## src/rtl/bcd_converter.sv

```systemverilog
// Iterative double-dabble binary-to-BCD converter feeding a four-digit display driver.
// Optional build macro BCD_LEADING_ZERO_BLANK_EN blanks leading zero digits (code 4'hF).
module bcd_converter #(
  parameter int BIN_W = 14
) (
  input  logic             clk,
  input  logic             rst,
  input  logic [BIN_W-1:0] bin_in,
  input  logic             load,
  output logic             busy,
  output logic             done,
  output logic [3:0]       digit0,
  output logic [3:0]       digit1,
  output logic [3:0]       digit2,
  output logic [3:0]       digit3,
  output logic             overflow
);

  localparam int CNT_W = $clog2(BIN_W + 1);
  localparam logic [CNT_W-1:0] LAST_ITER = CNT_W'(BIN_W - 1);
  localparam logic [BIN_W-1:0] MAX_BCD   = BIN_W'(9999);

  typedef enum logic [1:0] {
    IDLE,
    SHIFT,
    FINISH
  } state_t;

  state_t                 state;
  logic [15:0]            scratch;
  logic [BIN_W-1:0]       shift;
  logic [CNT_W-1:0]       cnt;
  logic                   ovf_pending;

  logic [15:0]            adjusted;
  logic [16+BIN_W-1:0]    shifted;
  logic [15:0]            result;

  // Add 3 to every nibble that is 5 or more, all four in parallel.
  function automatic logic [15:0] dabble_adjust(input logic [15:0] s);
    logic [15:0] r;
    r = s;
    for (int i = 0; i < 4; i++) begin
      if (s[4*i +: 4] >= 4'd5) r[4*i +: 4] = s[4*i +: 4] + 4'd3;
    end
    return r;
  endfunction

`ifdef BCD_LEADING_ZERO_BLANK_EN
  // Blank zeros from the thousands digit down; the ones digit always shows.
  function automatic logic [15:0] blank_leading(input logic [15:0] d);
    logic [15:0] r;
    r = d;
    if (d[15:12] == 4'h0) begin
      r[15:12] = 4'hF;
      if (d[11:8] == 4'h0) begin
        r[11:8] = 4'hF;
        if (d[7:4] == 4'h0) r[7:4] = 4'hF;
      end
    end
    return r;
  endfunction
`endif

  always_comb begin
    adjusted = dabble_adjust(scratch);
    shifted  = {adjusted, shift} << 1;
    if (ovf_pending) begin
      result = 16'hFFFF;
    end else begin
`ifdef BCD_LEADING_ZERO_BLANK_EN
      result = blank_leading(scratch);
`else
      result = scratch;
`endif
    end
  end

  always_ff @(posedge clk) begin
    if (rst) begin
      state       <= IDLE;
      busy        <= 1'b0;
      done        <= 1'b0;
      overflow    <= 1'b0;
      digit0      <= 4'h0;
      digit1      <= 4'h0;
      digit2      <= 4'h0;
      digit3      <= 4'h0;
      scratch     <= '0;
      shift       <= '0;
      cnt         <= '0;
      ovf_pending <= 1'b0;
    end else begin
      done <= 1'b0;
      case (state)
        IDLE: begin
          if (load) begin
            shift       <= bin_in;
            scratch     <= '0;
            cnt         <= '0;
            ovf_pending <= (bin_in > MAX_BCD);
            busy        <= 1'b1;
            state       <= SHIFT;
          end
        end
        SHIFT: begin
          scratch <= shifted[16+BIN_W-1:BIN_W];
          shift   <= shifted[BIN_W-1:0];
          cnt     <= cnt + 1'b1;
          if (cnt == LAST_ITER) state <= FINISH;
        end
        FINISH: begin
          // Digits only change here so the display never shows partial results.
          done     <= 1'b1;
          busy     <= 1'b0;
          digit3   <= result[15:12];
          digit2   <= result[11:8];
          digit1   <= result[7:4];
          digit0   <= result[3:0];
          overflow <= ovf_pending;
          state    <= IDLE;
        end
        default: state <= IDLE;
      endcase
    end
  end

endmodule

```

## config.mk

```make
export PLATFORM = sky130hd
export DESIGN_NAME = bcd_converter
export DESIGN_NICKNAME = d
export VERILOG_FILES = /design/src/rtl/bcd_converter.sv
export SDC_FILE = /design/constraint.sdc
export NUM_CORES = 1
export LEC_CHECK = 0
export BUFFER_PORTS_ARGS = -buffer_cell sky130_fd_sc_hd__buf_4
export CAP_MARGIN = 20
export CORE_AREA = 4 4 71 73
export CTS_CLUSTER_DIAMETER = 30
export DETAILED_ROUTE_END_ITERATION = 8
export DIE_AREA = 0 0 75 77
export PLACE_DENSITY_LB_ADDON = 0.1
export SYNTH_ARGS = -nofsm -noshare
export SYNTH_HDL_FRONTEND = slang
export SYNTH_SLANG_ARGS = --single-unit
```

## constraint.sdc

```tcl
create_clock -name clk -period 1.9 [get_ports clk]
set_clock_uncertainty 0.15 [all_clocks]
set_input_delay 0.285 -clock clk [delete_from_list [all_inputs] [get_ports clk]]
set_output_delay 0.285 -clock clk [all_outputs]
set_load 0.02 [all_outputs]
```

Yosys cells after proc, flatten, opt, wreduce, memory -nomap -nowiden. Index checks and enable logic that the tools add are counted.

Bits in read-only memories: 0. Logic and storage cells: 51. Register bits: 56. Latch bits: 0. RAM bits: 0. Output and inout bits: 19. Memories kept: 0.

Divide/modulo/power cells: 0. Shift operators: 0. Multipliers: 0. Bitwise logic cells: 0. Multiplexer cells: 17. Add/subtract/negate cells: 5. Reduce and logical (&&, ||, !) cells: 7. Equality and inequality tests: 5. $lt $le $gt $ge: 5.

Operators with widths (count): $mux W16 (2); $pmux W16 S2 (1); $pmux W14 S2 (1); $ge A4 B3 Y1 const B (4); $mux W4 (4); $gt A14 B14 Y1 const B (1); $mux W14 (1); $add A4 B2 Y4 const B (3); $pmux W4 S2 (1); $reduce_and A2 Y1 (4); $add A4 B1 Y4 const B (1); $eq A4 B4 Y1 const B (1); $mux W2 (2); $ne A2 B2 Y1 const B (2); $pmux W2 S2 (1); $reduce_bool A2 Y1 (2); $add A3 B2 Y3 const B (1); $mux W3 (1); $eq A2 B1 Y1 const B (1); $eq A2 B2 Y1 const B (1); $logic_not A2 Y1 (1); $mux W1 (2); $pmux W1 S2 (1).

Longest topological paths before layout.
Word-level depth: 3. Depth in mapped cells: 6. Mapped depth without buffers: 6.

Worst setup path before layout. No wires, ideal clock.

Path type: register to register. Start: register scratch[9]. End: register scratch[10]. Stages on the path, launching flop included: 7. Library setup time: 117 ps. Buffers on the path: 0. Arrival: 1252 ps. Path slack: 382 ps. Cell sequence: dfxtp_1 -> inv_1 -> ha_1 -> nand2b_1 -> a21oi_1 -> mux2i_1 -> a22o_1.

Word-level cells in the longest chain between the ends: 3.

RTL lines: start: declaration (RTL line 30) `logic [15:0] scratch;`; start signal: assignment (RTL line 107) `scratch <= shifted[16+BIN_W-1:BIN_W];`; $add A4 B2 Y4 / $ge A4 B3 Y1 (equally long branches) (RTL line 44) `if (s[4*i +: 4] >= 4'd5) r[4*i +: 4] = s[4*i +: 4] + 4'd3;`; $mux W4 (*) (RTL line 44); $pmux W16 S2 (*) (RTL line 95) `case (state)`.

Mark *: on every way between the ends. The rest lies on a longest branch, timed or not. A chain may end at the register's enable or synchronous reset.

Worst setup path in the final report. Ends and elaborated chain as after synthesis.

==> results.txt <==
Status = finished, final reports clean
Most used DFF post-synth = dfxtp_1
Synth Instances = 289
Maximum clock frequency = 0.590 GHz
Post-Route WL = 4790 um
Storage element area = 1120 um2
Worst-path clk slew = 0.09 ns
Vias in the first global route = 1,696
Met3 WL = 257 um
CP max stage cell = dfxtp_1
Final std cells w/o fill = 374
Postcts setup bufs = 0
HPWL Detailed = 3370 um
Unrepaired setup endpoints after global routing = false
Reg2reg end = scratch[10]
Final Cycle Share = 89.2%
Hold Path Class = in -> reg
Sink Count = 56
Antenna violation net count after detailed routing = 0
Drt drc = 0
Mean routed wirelength per cell = 12.8 um
Most common cell in the synthesized netlist = nor2_1
Critical path depth = 6
CP Class = reg -> reg
Maximum fanout along the worst path = 4
IO Port Bufs = 35
Synth unique cells = 32
Die width = 75 um
Final Hold Fails = 0
Syn nets = 316
Final min period = 1.70 ns
WP buf/inv = 1
Final WS setup = 0.205 ns
TritonCTS clock tree = done
Worst setup EP type = flip-flop
Setup crit start = scratch[9]
RR Startpoint = scratch[9]
Ant. Diodes = 0
Crit-path cells = inv_1 -> ha_1 -> nand2b_1 -> a21oi_1 -> mux2i_1 -> a22o_1
Layout cell share with drive strength beyond 1 = 16.5%
Total track usage = 17.4%
Drt pass-1 iters = 4
CORE AREA = 4350 um2
Top layer in use = met4
Root Driver = clkbuf_8
Longest Clk Path Bufs = 2
Worst-skew pair later-pin latency = 0.30 ns
Number of synthesis warnings = 0
H-Tree Depth = 2
Number of I/O pins = 36
Total power = 2260 uW
Cell Count Post-Placement = 366
Sequential fraction of the synthesis area = 46.5%
VDD IR-drop max = 574 uV
Die Y = 77 um
DRT iter0 DRCs = 165
Syn Area/Cell = 8.35 um2
Layout fillers = 372
Fin area = 2820 um2
Slew Viols, Final = 0
Synth async-reset ratio = 0%
Yosys reg bits = 56
Largest delay contributor family on the critical path = compound AO/OA/AOI/OAI gates
Largest net degree at the start of global routing = 32
Global route overflow = 0
Die ar. = 5780 um2
Initial core utilization = 55.4%
Critical Path End = scratch[10]
GP Congestion = 0.759
Hold-fix buffers, CTS = 0
Fin nets = 348
Final TNS setup = 0 ns
P_leak = 0.00119 uW
Most frequent cells after synthesis = nor2_1 (67), dfxtp_1 (56), o21ai_0 (24), nand2_1 (20)
Arrival time of the worst setup path = 1.80 ns
Mapped cell area = 2410 um2
Worst reg-to-reg path cell count = 6
Syn-to-layout area delta = 16.8%
PostCTS Resize Cnt = 0
Std cell rows = 24
Dpl ws = 0.228 ns
First-pass GRT wire length = 7940 um
Crit start category = flip-flop
Placed cell area = 2690 um2
Number of synthesized flops with an enable pin = 0
Flop2flop setup slack = 0.20 ns
Slowest stage delay, CP = 0.41 ns
Pwr/cell area = 802 nW/um2
Top cell type by total area after synthesis = dfxtp_1
M1 WL = 2440 um
MaxCap Viol Count = 0
Vias/cell = 5.25
Area of the multi-input gates = 1150 um2
CTS Buf Count = 5
Top-area cell type share of the netlist area = 46.5%
Worst-Margin Slew = 0.733 ns
Synth top area cells = dfxtp_1 (46%), nor2_1 (10%), ha_1 (5.2%), o21ai_0 (5.0%), a22o_1 (4.4%)
Antenna violations before repair = 0
Final setup violation count = 0
Total number of vias = 1,964
Relative slew margins = 51.1%
Worst Path Required = 2.00 ns
Metal2 WL = 2010 um
==> sequential cells by signal, indices dropped and copies added, names as in the netlist <==
| name | flops |
|---|---|
| ovf_pending | 1 |
| busy | 1 |
| digit2 | 4 |
| cnt | 4 |
| digit3 | 4 |
| digit0 | 4 |
| scratch | 16 |
| digit1 | 4 |
| shift | 14 |
| state | 2 |
| overflow | 1 |
| done | 1 |
==> layer usage <==
metal,GRT usage (%),up-vias
li1,-,1043
met1,26.6,875
met2,23.6,38
met3,4.18,8
met4,5.34,0
met5,0,-
==> stage by stage <==
step                      hold WS, ns  util, %
after floorplan                 0.271        -
after global placement          0.288     61.8
after detailed placement        0.295     61.8
after CTS                      0.0662     64.7
after global routing           0.0772     64.7
final                          0.0729     64.7
==> report_power, final <==
| part | internal, uW | switching (uW) |
|---|---|---|
| Combinational | 81.6 | 113 |
| Clock | 465 | 359 |
| Sequential | 1210 | 29.2 |
==> cell usage in the layout, fill, tap and decap left out, types with 7 or more instances in the layout <==
master and n:
o21ai_0 24, ha_1 10, buf_4 40, a21oi_1 13, nor4_1 13, nor2_1 67
dfxtp_1 56, nor3_1 7, nand2_1 20, inv_1 13, a22o_1 12, nand3_1 8
clkbuf_8 7
==> layout make-up <==
cell class              instances  area share [%]
clock buffers                   7            3.42
clock inverters                 1            1.07
inverters                      13            1.73
multi-input cells             205            41.0
flip-flops and latches         56            39.8
well taps                      52            2.31
repair buffers                 40            10.7
==> worst min-delay path by stage <==
| stage | startpoint | endpoint | slack (ns) | cells past startpoint |
|---|---|---|---|---|
| floorplan | bin_in[0] | shift[0] | 0.27 | 2 |
| global placement | shift[13] | scratch[0] | 0.29 | 2 |
| detailed placement | shift[13] | scratch[0] | 0.30 | 2 |
| CTS | bin_in[0] | shift[0] | 0.07 | 3 |
| global route | bin_in[0] | shift[0] | 0.08 | 3 |
| finish | bin_in[0] | shift[0] | 0.07 | 3 |
==> cells by family after synthesis <==
family                   Yosys count  synth area share (%)
adder cells (fa/ha/maj)           10                  5.19
AO/OA/AOI/OAI                     54                  14.0
XOR/XNOR                           7                  2.54
AND/OR/NAND/NOR                  129                  24.0
multiplexers                       5                  2.13
buffers and inverters             28                  5.65
flip-flops                        56                  46.5
==> worst register-to-register path: stages, from the launching register on <==
cell and delay (ns):
dfxtp_1 0.41, inv_1 0.11, ha_1 0.18, nand2b_1 0.13, a21oi_1 0.29, mux2i_1 0.24, a22o_1 0.14
No activity file was read; power rests on OpenSTA's default activity.
